$ cat src/rtl/ram_burst_ctrl.sv
// Command-driven single-port RAM controller behind an SPI slave.
// Write/read pointers are armed by address commands and may auto-increment.
module ram_burst_ctrl #(
  parameter int DATA_WIDTH = 8,
  parameter int MEM_DEPTH  = 256,
  parameter int ADDR_WIDTH = 8,
  parameter int AUTO_INC   = 1
) (
  input  logic                  clk,
  input  logic                  rst,
  input  logic [DATA_WIDTH+1:0] din,
  input  logic                  rx_valid,
  output logic [DATA_WIDTH-1:0] dout,
  output logic                  tx_valid,
  output logic                  err
);

  localparam logic [1:0] CMD_WA = 2'b00;
  localparam logic [1:0] CMD_WD = 2'b01;
  localparam logic [1:0] CMD_RA = 2'b10;
  localparam logic [1:0] CMD_RD = 2'b11;

  localparam logic [1:0] IDLE     = 2'b00;
  localparam logic [1:0] WR_ARMED = 2'b01;
  localparam logic [1:0] RD_ARMED = 2'b10;
  localparam logic [1:0] BOTH     = 2'b11;

  localparam logic [ADDR_WIDTH-1:0] LAST_ADDR =
    ADDR_WIDTH'(MEM_DEPTH - 1);
  localparam logic [DATA_WIDTH:0] DEPTH_W =
    (DATA_WIDTH + 1)'(MEM_DEPTH);

  logic [1:0]            cmd;
  logic [DATA_WIDTH-1:0] payload;
  logic                  hi_zero;
  logic                  addr_ok;

  logic [1:0]            state_q, state_d;
  logic [ADDR_WIDTH-1:0] wr_ptr_q, wr_ptr_d;
  logic [ADDR_WIDTH-1:0] rd_ptr_q, rd_ptr_d;
  logic                  rd_pend_q;
  logic [DATA_WIDTH-1:0] rd_data_q;
  logic [DATA_WIDTH-1:0] dout_q;
  logic                  tx_valid_q;
  logic                  err_q;

  logic                  wr_armed, rd_armed;
  logic                  do_wa, do_wd, do_ra, do_rd;
  logic                  bad;

  logic [DATA_WIDTH-1:0] mem [MEM_DEPTH];

  assign cmd     = din[DATA_WIDTH+1:DATA_WIDTH];
  assign payload = din[DATA_WIDTH-1:0];

  generate
    if (DATA_WIDTH > ADDR_WIDTH) begin : g_hi
      assign hi_zero = ~|payload[DATA_WIDTH-1:ADDR_WIDTH];
    end else begin : g_nohi
      assign hi_zero = 1'b1;
    end
  endgenerate

  assign addr_ok = hi_zero && ({1'b0, payload} < DEPTH_W);

  assign wr_armed = (state_q == WR_ARMED) || (state_q == BOTH);
  assign rd_armed = (state_q == RD_ARMED) || (state_q == BOTH);

  // Explicit wrap so non-power-of-2 depths never leave the array.
  function automatic logic [ADDR_WIDTH-1:0] next_addr(
    input logic [ADDR_WIDTH-1:0] a
  );
    if (a == LAST_ADDR) next_addr = '0;
    else                next_addr = a + 1'b1;
  endfunction

  always_comb begin
    do_wa = 1'b0;
    do_wd = 1'b0;
    do_ra = 1'b0;
    do_rd = 1'b0;
    bad   = 1'b0;
    if (rx_valid) begin
      unique case (cmd)
        CMD_WA: begin
          do_wa = addr_ok;
          bad   = !addr_ok;
        end
        CMD_WD: begin
          do_wd = wr_armed;
          bad   = !wr_armed;
        end
        CMD_RA: begin
          do_ra = addr_ok;
          bad   = !addr_ok;
        end
        CMD_RD: begin
          do_rd = rd_armed;
          bad   = !rd_armed;
        end
      endcase
    end
  end

  always_comb begin
    state_d  = state_q;
    wr_ptr_d = wr_ptr_q;
    rd_ptr_d = rd_ptr_q;
    if (do_wa) begin
      wr_ptr_d = payload[ADDR_WIDTH-1:0];
      state_d  = state_q | WR_ARMED;
    end
    if (do_ra) begin
      rd_ptr_d = payload[ADDR_WIDTH-1:0];
      state_d  = state_q | RD_ARMED;
    end
    if (do_wd && (AUTO_INC != 0)) begin
      wr_ptr_d = next_addr(wr_ptr_q);
    end
    if (do_rd && (AUTO_INC != 0)) begin
      rd_ptr_d = next_addr(rd_ptr_q);
    end
  end

  always_ff @(posedge clk) begin
    if (rst) begin
      state_q    <= IDLE;
      wr_ptr_q   <= '0;
      rd_ptr_q   <= '0;
      rd_pend_q  <= 1'b0;
      dout_q     <= '0;
      tx_valid_q <= 1'b0;
      err_q      <= 1'b0;
    end else begin
      state_q    <= state_d;
      wr_ptr_q   <= wr_ptr_d;
      rd_ptr_q   <= rd_ptr_d;
      rd_pend_q  <= do_rd;
      tx_valid_q <= rd_pend_q;
      err_q      <= bad;
      if (rd_pend_q) begin
        dout_q <= rd_data_q;
      end
    end
  end

  // Storage is not reset; a command coinciding with rst is dropped.
  always_ff @(posedge clk) begin
    if (!rst && do_wd) begin
      mem[wr_ptr_q] <= payload;
    end
    if (!rst && do_rd) begin
      rd_data_q <= mem[rd_ptr_q];
    end
  end

  assign dout     = dout_q;
  assign tx_valid = tx_valid_q;
  assign err      = err_q;

endmodule

$ cat config.mk
export PLATFORM = sky130hd
export DESIGN_NAME = ram_burst_ctrl
export DESIGN_NICKNAME = d
export VERILOG_FILES = /design/src/rtl/ram_burst_ctrl.sv
export SDC_FILE = /design/constraint.sdc
export NUM_CORES = 2
export LEC_CHECK = 0
export ABC_AREA = 1
export CAP_MARGIN = 30
export CORE_MARGIN = 1
export CORE_UTILIZATION = 40
export CTS_CLUSTER_DIAMETER = 120
export CTS_CLUSTER_SIZE = 40
export DETAILED_ROUTE_END_ITERATION = 12
export HOLD_SLACK_MARGIN = 0.02
export RECOVER_POWER = 100
export SLEW_MARGIN = 40
export SYNTH_ARGS = -nofsm -noshare
export SYNTH_HDL_FRONTEND = slang
export SYNTH_SLANG_ARGS = --single-unit
$ cat constraint.sdc
create_clock -name clk -period 2.1 [get_ports clk]
set_input_delay 0.42 -clock clk [delete_from_list [all_inputs] [get_ports clk]]
set_output_delay 0.42 -clock clk [all_outputs]
set_load 0.1 [all_outputs]
==> reports/qor.tcl <==
set qor(status) {finished, violations left}
set qor(violated_checks) {max-capacitance violations, max-slew violations, negative setup slack}
set qor(grt_use_met2) 0.381
set qor(critical_path.top_delay_family) {simple AND/OR/NAND/NOR gates}
set qor(total_area_of_sequential_cells_mm2) 0.0623
set qor(mappedNetlistArea_mm2) 0.0849
set qor(floorplan.initialDensity) 0.404
set qor(grt_util_all_layers) 0.234
set qor(timing_max_transition_violations_final) 168
set qor(htree_num_levels) 2
set qor(crit_path_largest_cell_delay_ns) 0.55
set qor(maxSlewHeadroom) -0.202
set qor(dr.pass1.iters) 10
set qor(ys_types) 31
set qor(seq_area_frac_synth) 0.734
set qor(clk_latency_ns) 0.80
set qor(remaining_drc_errors) 0
set qor(hold_path_class) {input port to flip-flop}
set qor(multi_input_comb_area_mm2) 0.0231
set qor(layout_common_cells) {2195 x sky130_fd_sc_hd__nand2_1, 2056 x sky130_fd_sc_hd__edfxtp_1, 1640 x sky130_fd_sc_hd__nand3_1}
set qor(via_count) 58900
set qor(required_ns) 2.78
set qor(min_period_over_period) 1.13
set qor(cts-buffers-inserted) 58
set qor(timing.critical_path.to_type) {flip-flop}
set qor(worst-slew-pin-transition_ns) 1.80
set qor(path_clk_slew_ns) 0.15
set qor(dp.final_hpwl_mm) 155
set qor(dominantRegCellSynth) {sky130_fd_sc_hd__edfxtp_1}
set qor(design.die.area_mm2) 0.214
set qor(cpMostUsedCell) {sky130_fd_sc_hd__nand3_1}
set qor(placementRows) 168
set qor(synthesis.nets) 7244
set qor(leakage_nw) 35.7
set qor(number_of_antenna_violations_at_the_first_check_in_global_routing) 6
set qor(routedWlPerCell_um) 24.7
set qor(worst-path-buf-inv) 4
set qor(top_ports) 23
set qor(vias_in_the_first_global_route) 56300
set qor(vias_per_cell) 5.58
set qor(clk_path_buf_depth) 3
set qor(gr-usage-met1) 0.323
set qor(route.antenna.remaining_nets) 0
set qor(grt_max_degree) 83
set qor(tritoncts) {done}
set qor(drive_above_1_share) 0.199
set qor(nets) 7748
set qor(floorplan.die.width_um) 463
set qor(count_of_flip_flops_with_a_built_in_enable_after_synthesis) 2056
set qor(gr-max-usage-layer) {met2}
set qor(drv_cap) 3
set qor(final_common_cell) {sky130_fd_sc_hd__nand2_1}
set qor(core_area_mm2) 0.210
set qor(synthToLayoutAreaGrowth_pct) 19.8
set qor(die_height_um) 463
set qor(grt_first_pass_wirelength_mm) 374
set qor(clock_tree.root_cell) {sky130_fd_sc_hd__clkbuf_16}
set qor(final_design_area_no_fill_mm2) 0.102
set qor(globalplace.congestion) 0.897
set qor(syn_area_per_cell_um2) 11.8
set qor(worst-setup-path-type) {flip-flop to flip-flop}
set qor(netlist_instances) 7226
set qor(post-route-worst-setup-slack_ns) -0.273
set qor(final_hold_slack_ns) 0.492
set qor(clkSinkCount) 2085
set qor(critical_path_arrival_ns) 3.05
set qor(max_freq_mhz) 421
set qor(worst_ir_drop_vdd_uv) 769
set qor(postSynthRegisterBits) 2085
set qor(rsz0062_at_grt) {yes}
set qor(final-hold-violation-count) 0
set qor(synth_async_sr_flop_share) 0
set qor(worstPathCellList) {clkinv_16 -> buf_16 -> buf_4 -> nand3_1 -> nand3_1 -> nand3_1 -> nand3_2 -> nand3_1 -> nand3_2 -> nand2_2 -> inv_1 -> nand2_1}
set qor(crit_slowest_cell) {sky130_fd_sc_hd__dfxtp_4}
set qor(post_dp_cell_area_mm2) 0.0940
set qor(power_density_mw_per_mm2) 685
set qor(globalRouteOverflowTotal) 0
set qor(finalSetupViolations) 1303
set qor(grt_util_met3) 0.0310
set qor(numPortBuffers) 22
set qor(critical_path_peak_fanout) 21
set qor(min_period_ns) 2.37
set qor(yosysWarningCount) 0
set qor(number_of_drc_markers_in_iteration_0) 7431
set qor(finalClockSkew_ns) 0.0662
set qor(fillCellCount) 18300
set qor(timing.critical_path.from_type) {flip-flop}
set qor(drt-total-wl_mm) 261
==> cells by family after synthesis <==
group,after synthesis,share of synthesized area
adder cells (fa/ha/maj),5,0.000737
flip-flops,2085,0.734
AND/OR/NAND/NOR,4550,0.231
AO/OA/AOI/OAI,48,0.00336
buffers and inverters,538,0.0309
==> where the power goes <==
part           switching, mW  internal (mW)
registers             0.0395           45.7
clock network           11.7           5.17
logic                   4.81           2.30
total                   16.6           53.1
==> worst min-delay path, cell delays in order <==
cell	delay [ns]
sky130_fd_sc_hd__clkdlybuf4s50_1	0.43
sky130_fd_sc_hd__inv_1	0.12
sky130_fd_sc_hd__buf_4	0.16
sky130_fd_sc_hd__a211oi_1	0.09
==> flip-flops by register name, summed over array words and instances (netlist names) <==
| name | cells |
|---|---|
| state_q | 2 |
| tx_valid | 1 |
| wr_ptr_q | 8 |
| rd_pend_q | 1 |
| mem | 2048 |
| dout | 8 |
| err | 1 |
| rd_ptr_q | 8 |
| rd_data_q | 8 |
==> timing repair <==
| action | in CTS | in global routing |
|---|---|---|
| setup endpoints to repair | 1633 | 1908 |
| buffers inserted | 48 | 18 |
| hold endpoints to repair | 29 | 0 |
| hold buffers | 2 | 0 |
| pin swaps | 53 | 71 |
| gates cloned | 46 | 15 |
| gates resized for setup | 491 | 542 |
==> area by class of cell <==
| cell class | instances | share of cell area |
|---|---|---|
| well taps | 2805 | 0.0345 |
| multi-input cells | 4603 | 0.227 |
| repair buffers | 924 | 0.107 |
| clock buffers | 72 | 0.0148 |
| clock inverters | 5 | 0.000602 |
| diodes | 4 | 0.0000983 |
| inverters | 55 | 0.00269 |
| flip-flops and latches | 2085 | 0.612 |
| repair inverters | 3 | 0.000615 |
==> synthesized netlist by cell type, drive strengths merged, types with 4 or more instances <==
cell type,n,share of area
o211ai,4,0.00035
nand2,2277,0.10
a21oi,10,0.00059
nand3,1957,0.12
nor3,7,0.00068
edfxtp,2056,0.73
ha,5,0.00074
o21ai,22,0.0013
nand4,5,0.00037
dfxtp,29,0.0068
clkinv,6,0.00027
clkbuf,96,0.0042
nor2,303,0.014
buf,387,0.024
a221oi,7,0.00072
inv,49,0.0022
==> layer usage <==
metal  vias to the layer above  part of all wire  routed length [um]
li1                      26500                 -                   -
met1                     29300              0.40              105000
met2                      2703              0.47              122000
met3                       411             0.089               23100
met4                         2             0.039               10100
met5                         -          0.000042                  11
==> final timing paths <==
path	slack, ns	cells after the start	to	start
worst max-delay path	-0.27	12	rd_data_q[0]$_DFFE_PP_	rd_ptr_q[1]$_SDFFE_PP0P_
worst min-delay path	0.49	4	err$_SDFF_PP0_	rx_valid
worst max register to register	-0.27	12	rd_data_q[0]$_DFFE_PP_	rd_ptr_q[1]$_SDFFE_PP0P_
worst min register to register	0.50	2	state_q[1]$_SDFFE_PP0P_	state_q[1]$_SDFFE_PP0P_
==> metrics by stage <==
stage	total power, mW	utilization	cells	setup WS, ns	TNS [ns]
floorplan	49.5	-	7226	-0.137	-130.32
global placement	52.6	0.447	10400	-0.757	-1137.47
detailed placement	52.6	0.447	10400	-0.730	-1151.59
CTS	69.6	0.474	10500	-0.208	-87.41
global route	71.5	0.484	10600	-0.292	-196.86
finish	69.7	0.484	10600	-0.273	-102.66
Power figures use the tool's default switching activity.
